===== src/rtl/riscv_trap_ctrl_if.sv =====
// Trap sequencer bus: request/context inputs from detect logic and CSR file,
// single CSR write port, pipeline control and fetch redirect handshake.
interface riscv_trap_ctrl_if #(
  parameter int ADDR_WIDTH  = 12,
  parameter int D_BUS_WIDTH = 64
);
  logic                   i_excep_req;
  logic                   i_irq_req;
  logic                   i_mret_req;
  logic [D_BUS_WIDTH-1:0] i_wb_pc;
  logic [D_BUS_WIDTH-1:0] i_irq_pc;
  logic [D_BUS_WIDTH-1:0] i_mtvec;
  logic [D_BUS_WIDTH-1:0] i_mepc;
  logic [D_BUS_WIDTH-1:0] i_mstatus;
  logic                   o_csr_we;
  logic [ADDR_WIDTH-1:0]  o_csr_waddr;
  logic [D_BUS_WIDTH-1:0] o_csr_wdata;
  logic                   o_stall;
  logic                   o_flush;
  logic                   o_redirect_vld;
  logic [D_BUS_WIDTH-1:0] o_redirect_pc;
  logic                   i_redirect_ack;
  logic                   o_busy;

  modport master (
    input  i_excep_req, i_irq_req, i_mret_req, i_wb_pc, i_irq_pc,
    input  i_mtvec, i_mepc, i_mstatus, i_redirect_ack,
    output o_csr_we, o_csr_waddr, o_csr_wdata, o_stall, o_flush,
    output o_redirect_vld, o_redirect_pc, o_busy
  );

  modport slave (
    output i_excep_req, i_irq_req, i_mret_req, i_wb_pc, i_irq_pc,
    output i_mtvec, i_mepc, i_mstatus, i_redirect_ack,
    input  o_csr_we, o_csr_waddr, o_csr_wdata, o_stall, o_flush,
    input  o_redirect_vld, o_redirect_pc, o_busy
  );
endinterface


===== src/rtl/riscv_trap_ctrl.sv =====
// Trap entry / mret sequencer: flush, write mepc/mcause/mstatus, redirect fetch.
// Latency: trap accept->IDLE 6 cycles, mret 4 cycles, with immediate redirect ack.
// Backpressure: REDIRECT holds vld/pc (and stall) until i_redirect_ack.
module riscv_trap_ctrl #(
  parameter int ADDR_WIDTH  = 12,
  parameter int D_BUS_WIDTH = 64
) (
  input logic               i_clk,
  input logic               i_rst_n,
  riscv_trap_ctrl_if.master bus
);
  localparam int D = D_BUS_WIDTH;

  typedef enum logic [2:0] {
    IDLE, FLUSH, WR_MEPC, WR_MCAUSE, WR_MSTATUS, MRET_MSTATUS, REDIRECT
  } state_t;

  state_t         state, state_nxt;
  logic           cap_mret, cap_irq;
  logic [D-1:0]   cap_mepc, cap_mstatus, cap_target;
  logic           accept, take_irq, take_mret;
  logic [D-1:0]   vec_base, trap_target, mcause, ms_trap, ms_mret;

  // Gated by reset so every output reads 0 while reset is asserted.
  assign accept    = (state == IDLE) && i_rst_n &&
                     (bus.i_excep_req || bus.i_irq_req || bus.i_mret_req);
  assign take_irq  = !bus.i_excep_req && bus.i_irq_req;
  assign take_mret = !bus.i_excep_req && !bus.i_irq_req && bus.i_mret_req;

  assign vec_base    = {bus.i_mtvec[D-1:2], 2'b00};
  assign trap_target = (take_irq && bus.i_mtvec[1:0] == 2'b01) ?
                       vec_base + D'(28) : vec_base;

  assign mcause = cap_irq ? {1'b1, {(D-4){1'b0}}, 3'b111} : D'(11);

  always_comb begin
    ms_trap         = cap_mstatus;
    ms_trap[7]      = cap_mstatus[3];
    ms_trap[3]      = 1'b0;
    ms_trap[12:11]  = 2'b11;
    ms_mret         = cap_mstatus;
    ms_mret[3]      = cap_mstatus[7];
    ms_mret[7]      = 1'b1;
    ms_mret[12:11]  = 2'b11;
  end

  always_ff @(posedge i_clk or negedge i_rst_n) begin
    if (!i_rst_n) begin
      state <= IDLE;
    end else begin
      state <= state_nxt;
    end
  end

  always_ff @(posedge i_clk or negedge i_rst_n) begin
    if (!i_rst_n) begin
      cap_mret    <= 1'b0;
      cap_irq     <= 1'b0;
      cap_mepc    <= '0;
      cap_mstatus <= '0;
      cap_target  <= '0;
    end else if (accept) begin
      cap_mret    <= take_mret;
      cap_irq     <= take_irq;
      cap_mepc    <= take_irq ? bus.i_irq_pc : bus.i_wb_pc;
      cap_mstatus <= bus.i_mstatus;
      cap_target  <= take_mret ? bus.i_mepc : trap_target;
    end
  end

  always_comb begin
    state_nxt          = state;
    bus.o_csr_we       = 1'b0;
    bus.o_csr_waddr    = '0;
    bus.o_csr_wdata    = '0;
    bus.o_stall        = 1'b1;
    bus.o_flush        = 1'b0;
    bus.o_redirect_vld = 1'b0;
    bus.o_redirect_pc  = '0;
    case (state)
      IDLE: begin
        bus.o_stall = accept;
        if (accept) state_nxt = FLUSH;
      end
      FLUSH: begin
        bus.o_flush = 1'b1;
        state_nxt   = cap_mret ? MRET_MSTATUS : WR_MEPC;
      end
      WR_MEPC: begin
        bus.o_csr_we    = 1'b1;
        bus.o_csr_waddr = ADDR_WIDTH'(12'h341);
        bus.o_csr_wdata = cap_mepc;
        state_nxt       = WR_MCAUSE;
      end
      WR_MCAUSE: begin
        bus.o_csr_we    = 1'b1;
        bus.o_csr_waddr = ADDR_WIDTH'(12'h342);
        bus.o_csr_wdata = mcause;
        state_nxt       = WR_MSTATUS;
      end
      WR_MSTATUS: begin
        bus.o_csr_we    = 1'b1;
        bus.o_csr_waddr = ADDR_WIDTH'(12'h300);
        bus.o_csr_wdata = ms_trap;
        state_nxt       = REDIRECT;
      end
      MRET_MSTATUS: begin
        bus.o_csr_we    = 1'b1;
        bus.o_csr_waddr = ADDR_WIDTH'(12'h300);
        bus.o_csr_wdata = ms_mret;
        state_nxt       = REDIRECT;
      end
      REDIRECT: begin
        bus.o_redirect_vld = 1'b1;
        bus.o_redirect_pc  = cap_target;
        if (bus.i_redirect_ack) state_nxt = IDLE;
      end
      default: begin
        bus.o_stall = 1'b0;
        state_nxt   = IDLE;
      end
    endcase
  end

  assign bus.o_busy = (state != IDLE);
endmodule

===== src/flat_wrapper.sv =====
// flat-port wrapper written by rule: the top's interface ports become plain ports
module riscv_trap_ctrl_flat 
#(
  parameter int ADDR_WIDTH  = 12,
  parameter int D_BUS_WIDTH = 64
)
  (i_clk, i_rst_n, bus_i_excep_req, bus_i_irq_req, bus_i_mret_req, bus_i_wb_pc, bus_i_irq_pc, bus_i_mtvec, bus_i_mepc, bus_i_mstatus, bus_i_redirect_ack, bus_o_csr_we, bus_o_csr_waddr, bus_o_csr_wdata, bus_o_stall, bus_o_flush, bus_o_redirect_vld, bus_o_redirect_pc, bus_o_busy);
  riscv_trap_ctrl_if #(.ADDR_WIDTH(ADDR_WIDTH), .D_BUS_WIDTH(D_BUS_WIDTH)) bus_i ();
  input logic i_clk;
  input logic i_rst_n;
  input wire logic [$bits(bus_i.i_excep_req)-1:0] bus_i_excep_req;
  input wire logic [$bits(bus_i.i_irq_req)-1:0] bus_i_irq_req;
  input wire logic [$bits(bus_i.i_mret_req)-1:0] bus_i_mret_req;
  input wire logic [$bits(bus_i.i_wb_pc)-1:0] bus_i_wb_pc;
  input wire logic [$bits(bus_i.i_irq_pc)-1:0] bus_i_irq_pc;
  input wire logic [$bits(bus_i.i_mtvec)-1:0] bus_i_mtvec;
  input wire logic [$bits(bus_i.i_mepc)-1:0] bus_i_mepc;
  input wire logic [$bits(bus_i.i_mstatus)-1:0] bus_i_mstatus;
  input wire logic [$bits(bus_i.i_redirect_ack)-1:0] bus_i_redirect_ack;
  output wire logic [$bits(bus_i.o_csr_we)-1:0] bus_o_csr_we;
  output wire logic [$bits(bus_i.o_csr_waddr)-1:0] bus_o_csr_waddr;
  output wire logic [$bits(bus_i.o_csr_wdata)-1:0] bus_o_csr_wdata;
  output wire logic [$bits(bus_i.o_stall)-1:0] bus_o_stall;
  output wire logic [$bits(bus_i.o_flush)-1:0] bus_o_flush;
  output wire logic [$bits(bus_i.o_redirect_vld)-1:0] bus_o_redirect_vld;
  output wire logic [$bits(bus_i.o_redirect_pc)-1:0] bus_o_redirect_pc;
  output wire logic [$bits(bus_i.o_busy)-1:0] bus_o_busy;
  assign bus_i.i_excep_req = bus_i_excep_req;
  assign bus_i.i_irq_req = bus_i_irq_req;
  assign bus_i.i_mret_req = bus_i_mret_req;
  assign bus_i.i_wb_pc = bus_i_wb_pc;
  assign bus_i.i_irq_pc = bus_i_irq_pc;
  assign bus_i.i_mtvec = bus_i_mtvec;
  assign bus_i.i_mepc = bus_i_mepc;
  assign bus_i.i_mstatus = bus_i_mstatus;
  assign bus_i.i_redirect_ack = bus_i_redirect_ack;
  assign bus_o_csr_we = bus_i.o_csr_we;
  assign bus_o_csr_waddr = bus_i.o_csr_waddr;
  assign bus_o_csr_wdata = bus_i.o_csr_wdata;
  assign bus_o_stall = bus_i.o_stall;
  assign bus_o_flush = bus_i.o_flush;
  assign bus_o_redirect_vld = bus_i.o_redirect_vld;
  assign bus_o_redirect_pc = bus_i.o_redirect_pc;
  assign bus_o_busy = bus_i.o_busy;
  riscv_trap_ctrl #(.ADDR_WIDTH(ADDR_WIDTH), .D_BUS_WIDTH(D_BUS_WIDTH)) u_core (.i_clk(i_clk), .i_rst_n(i_rst_n), .bus(bus_i));
endmodule

===== config.mk =====
export PLATFORM = sky130hd
export DESIGN_NAME = riscv_trap_ctrl_flat
export DESIGN_NICKNAME = d
export VERILOG_FILES = /design/src/rtl/riscv_trap_ctrl_if.sv /design/src/rtl/riscv_trap_ctrl.sv /design/src/flat_wrapper.sv
export SDC_FILE = /design/constraint.sdc
export NUM_CORES = 1
export LEC_CHECK = 0
export ABC_AREA = 0
export ABC_CLOCK_PERIOD_IN_PS = 3000
export CORE_ASPECT_RATIO = 0.6
export CORE_UTILIZATION = 35
export DETAILED_ROUTE_END_ITERATION = 7
export PLACE_DENSITY_LB_ADDON = 0.1
export SKIP_CTS_REPAIR_TIMING = 1
export SYNTH_ARGS = -nofsm -noshare
export SYNTH_HDL_FRONTEND = slang
export SYNTH_SLANG_ARGS = --single-unit

===== constraint.sdc =====
create_clock -name i_clk -period 3 [get_ports i_clk]
set_input_delay 0.45 -clock i_clk [delete_from_list [all_inputs] [get_ports i_clk]]
set_output_delay 0.45 -clock i_clk [all_outputs]
set_load 0.02 [all_outputs]

== Word level (Yosys, flattened, before mapping) ==
Index checks and enable logic that the tools add are counted.
Cells by class
  add/subtract/negate cells: 1
  equality and inequality tests: 9
  muxes and demuxes: 15
  reductions and logical operators: 16
Operators with widths (count)
  64-bit 2-to-1 mux: 5
  64-bit case mux with 4 select lines: 1
  64-bit by 5-bit adder with 64-bit output (second input constant): 1
  10-bit case mux with 3 select lines: 1
  3-bit case mux with 6 select lines: 1
  3-bit == test (second input constant): 3
  3-bit 2-to-1 mux: 3
  3-bit by 2-bit == test with 1-bit output (second input constant): 2
  1-bit logical AND: 6
  6-bit OR reduction: 1
  4-bit OR reduction: 1
  3-bit by 1-bit == test with 1-bit output (second input constant): 1
  3-bit logical NOT: 1
  1-bit 2-to-1 mux: 3
  3-bit nonzero test: 1
  2-bit by 1-bit == test with 1-bit output (second input constant): 1
  1-bit logical NOT: 2
  1-bit logical OR: 2
  2-bit by 1-bit != test with 1-bit output (second input constant): 1
  2-bit != test (second input constant): 1
  1-bit case mux with 2 select lines: 1
  2-bit AND reduction: 1
  2-bit OR reduction: 1
Storage, ports and cells
  register bits after elaboration: 197
  output and inout port bits: 145
  word-level logic and storage cells: 47

== Depth between registers and ports, before layout ==
Gate-level depths: netlist of run 1.
  depth in word-level cells: 5
  depth in mapped cells: 9
  depth with buffers taken out: 8

== Worst setup path after synthesis of run 1 ==
No wires, ideal clock.
  path kind: register -> output
  start: register u_core.state[2]
  end: output port bus_o_csr_wdata[10]
  data arrival time: 1759 ps
  required time: 2550 ps
  slack: 791 ps
  cell stages (with the launch flop): 7
  cells stage by stage: dfrtp_1 > clkbuf_1 > nand2b_1 > nor2_1 > clkbuf_1 > buf_1 > a22o_1
Between the ends
  word-level cells in the longest chain between the ends: 2
RTL lines
  start: declaration: line riscv_trap_ctrl.sv:18  | state_t state, state_nxt;
  start signal: assignment: line riscv_trap_ctrl.sv:51  | state <= state_nxt;
  3-bit == test or 3-bit by 2-bit == test with 1-bit output (tied branches): line riscv_trap_ctrl.sv:80  | case (state)
  64-bit case mux with 4 select lines (*): line riscv_trap_ctrl.sv:80
  end: declaration: line flat_wrapper.sv:22  | output wire logic [$bits(bus_i.o_csr_wdata)-1:0] bus_o_csr_wdata;
Mark *: on every way between the ends. The rest lies on a longest branch, timed or not.

== Worst setup path after layout of run 1 ==
  start: register u_core.state[2]
  end: output port bus_o_csr_wdata[54]
Same word-level chain as after synthesis.

==> results of run 1 <==
==> power breakdown <==
| group | switching, uW | internal (uW) |
|---|---|---|
| registers | 692 | 3870 |
| logic | 3400 | 2900 |
| clock network | 1180 | 1190 |
==> state kept, by name (all words and copies together) (netlist names) <==
| register | flops |
|---|---|
| u_core.cap_mstatus | 62 |
| u_core.cap_target | 64 |
| u_core.cap_irq | 1 |
| u_core.state | 3 |
| u_core.cap_mepc | 64 |
| u_core.cap_mret | 1 |
==> cell families after synthesis <==
group	count (synthesis)	share of synthesized area, %
AND/OR/NAND/NOR	577	24.8
AO/OA/AOI/OAI	265	14.8
flip-flops	195	45.0
buffers and inverters	106	4.36
multiplexers	72	6.64
XOR/XNOR	53	4.28
adder cells (fa/ha/maj)	1	0.115
other	1	0.0345
==> synthesized netlist by cell type (4+ instances only) <==
master	number	area [sq um]
a21oi_1	51	255
a22o_1	56	490
and2_1	67	419
and3_1	22	138
and4_1	9	78.8
buf_1	9	33.8
buf_2	7	35.0
buf_4	8	60.1
clkbuf_1	69	259
dfrtp_1	195	4880
inv_1	7	26.3
mux2i_1	72	721
nand2_1	316	1190
nand3_1	31	155
nand4_1	22	138
nor2_1	63	236
nor2b_1	6	37.5
nor3_1	15	75.1
nor4_1	4	25.0
o21ai_0	118	591
o22ai_1	25	156
or3_1	8	50.1
xnor2_1	22	193
xor2_1	31	272
==> per-stage QoR <==
| stage | power [uW] | util (%) |
|---|---|---|
| 3_5_place_dp | 10800 | 53.2 |
| 6_report | 13200 | 55.3 |
| 2_1_floorplan | 7860 | - |
| 5_1_grt | 14100 | 55.3 |
| 3_3_place_gp | 10700 | 53.2 |
| 4_1_cts | 13300 | 55.1 |
==> routing by layer <==
layer  vias up  GRT usage [%]  routed length [um]
li1       5214              -                   -
met1      5057           35.8               19100
met2       354           37.9               17900
met3        47           6.83                2740
met4         0           8.28                 913
met5         -              0                   0
==> cell usage in the layout, fill, tap and decap left out, drive strengths merged, types with 2 or more instances in the layout <==
master | synthesis | layout
xnor2 | 22 | 22
clkinv | 0 | 4
nand2b | 3 | 3
nor2 | 63 | 63
nor2b | 6 | 6
and4 | 9 | 9
clkdlybuf4s50 | 0 | 455
nand2 | 317 | 317
a21oi | 52 | 52
xor2 | 31 | 31
dlymetal6s2s | 1 | 5
diode | 0 | 2
and3 | 22 | 22
clkbuf | 69 | 19
a22o | 56 | 56
a211oi | 3 | 3
nand4 | 23 | 23
nand3 | 31 | 31
buf | 27 | 44
nor4 | 6 | 6
conb | 1 | 7
nor3 | 17 | 17
o22ai | 25 | 25
mux2i | 72 | 72
dfrtp | 195 | 195
or3 | 9 | 9
inv | 8 | 17
o21ai | 119 | 119
and2 | 67 | 67
a31oi | 2 | 2
==> worst min path at each step <==
stage	start	end	slack (ns)	depth (start not counted)
CTS	i_rst_n	u_core.cap_target[27]	0.13	2
global placement	u_core.cap_target[1]	u_core.cap_target[1]	0.44	2
finish	i_rst_n	u_core.cap_target[27]	0.15	2
floorplan	i_rst_n	u_core.cap_irq	0.15	0
detailed placement	u_core.cap_target[1]	u_core.cap_target[1]	0.45	2
global route	i_rst_n	u_core.cap_target[27]	0.17	2
==> final cells by class <==
type | instances | area [sq um] | area share [%]
clock buffer | 17 | 425 | 2.54
antenna | 2 | 5.00 | 0.0299
sequential | 195 | 4880 | 29.2
timing repair buffer | 506 | 5130 | 30.7
multi-input combinational | 975 | 5570 | 33.3
clock inverter | 15 | 164 | 0.981
tap | 408 | 510 | 3.05
inverter | 8 | 30.0 | 0.180
==> impl_metrics.py, run 1 <==
metrics = {
    "status": {
        "status": "complete, no violations",
    },
    "synth": {
        "synth_area_sq_um": 10900,
        "ys_ff_latch": 195,
        "synth_cell_types": 53,
        "yosysWarningCount": 0,
        "synth_edf_count": 0,
        "ys_seq_area_share_pct": 45.0,
        "avgSynthCellArea_sq_um": 8.55,
        "synthFlopType": "dfrtp_1",
        "synthCells": 1270,
        "async_reset_ff_share_pct": 100,
    },
    "timing": {
        "finalClockSkew_ns": 0.0146,
        "setup_viol": 0,
        "hold_viol_final": 0,
        "finalSetupTns_ns": 0,
        "rsz0062_at_grt": "no",
        "fin_crit_ns": 2.89,
        "fmax_mhz": 346,
        "maxSlewViolCount": 0,
        "finalWorstSetupSlack_ns": 0.109,
        "worst_slew_pin_slew_ns": 0.909,
        "hold_ws_ns": 0.153,
        "min_period_over_period_pct": 96.4,
        "slew_headroom_pct": 39.4,
    },
    "critical_path": {
        "critPathCaptureType": "output port",
        "critPathMaxFanout": 30,
        "r2r-end": "u_core.cap_target[40]",
        "regToRegSetupSlack_ns": 0.75,
        "critPathMaxStageDelay_ns": 0.66,
        "rr_worst_depth": 6,
        "start_kind": "flip-flop",
        "path_class": "reg -> out",
        "cp.depth": 5,
        "setup.worst_path.start": "u_core.state[2]",
        "cp-endpoint": "bus_o_csr_wdata[54]",
        "cp_top_family": "buffers and inverters",
        "arrival_ns": 2.44,
        "reg2reg_from": "u_core.state[0]",
        "cp.required_ns": 2.55,
        "path_cells": "nand2b_1 -> nor2_4 -> buf_12 -> a22o_1 -> clkdlybuf4s50_1",
        "worstPathBufferInverterCount": 2,
        "worst_path_max_delay_cell": "clkdlybuf4s50_1",
    },
    "place": {
        "io_buffers": 461,
        "dp_hpwl_um": 29600,
        "pre_cts_ws_ns": -0.0933,
        "dpl_cell_area_sq_um": 16100,
        "place_congestion": 0.879,
        "dp.cells": 2091,
    },
    "cts": {
        "clock_tree.root_cell": "clkbuf_16",
        "clock_path_buffers": 2,
        "cts_tree": "done",
        "clk_latency_ns": 0.46,
        "cts_buffers": 17,
        "cts_sinks": 195,
        "path_clk_slew_ns": 0.08,
        "htree_levels": 4,
    },
    "floorplan": {
        "placementRows": 49,
        "ios": 471,
        "core-area_sq_um": 30200,
        "design.die.area_sq_um": 31700,
        "start_util_pct": 35.9,
        "dieWidth_um": 229,
        "dieHeight_um": 138,
    },
    "job": {
        "maxCapViolCount": 0,
    },
    "power": {
        "ir_drop_uv": 326,
        "power_density_nw_per_um2": 791,
        "p_leak_uw": 0.00725,
    },
    "cells_and_area": {
        "stdcell_area_sq_um": 16700,
        "fin_cells": 2126,
        "syn_to_final_growth_pct": 54.0,
        "fill_cells": 2789,
        "nets": 2030,
        "layout-drive-gt1-share_pct": 5.83,
    },
    "detailed_routing": {
        "post-route-drc-count": 0,
        "drt_iter0_drc": 777,
        "wirelength_um": 40600,
        "avgViaCountPerCell": 5.02,
        "drtPass1Iterations": 5,
        "num_vias": 10672,
        "drtAntennaViolNets": 0,
        "wire_per_inst_um": 19.1,
    },
    "grt": {
        "gr-total-overflow": 0,
        "grtUsageTotal_pct": 25.5,
        "grt_pass1_vias": 10426,
        "grt_pass1_wl_um": 62200,
        "antenna_found_initial": 3,
        "grt_max_degree": 159,
    },
    "worst_hold_path": {
        "worstHoldPathType": "in -> async",
    },
}
(Power assumes the default switching activity.)
==> run 2: changes to the inputs <==
--- a/config.mk
+++ b/config.mk
@@ -7,6 +7,7 @@
 export LEC_CHECK = 0
 export ABC_AREA = 0
 export ABC_CLOCK_PERIOD_IN_PS = 3000
+export CAP_MARGIN = 10
 export CORE_ASPECT_RATIO = 0.6
 export CORE_UTILIZATION = 35
 export DETAILED_ROUTE_END_ITERATION = 7
==> results of run 2 <==
The final DEF is identical to that of run 1; final timing and power are the same.
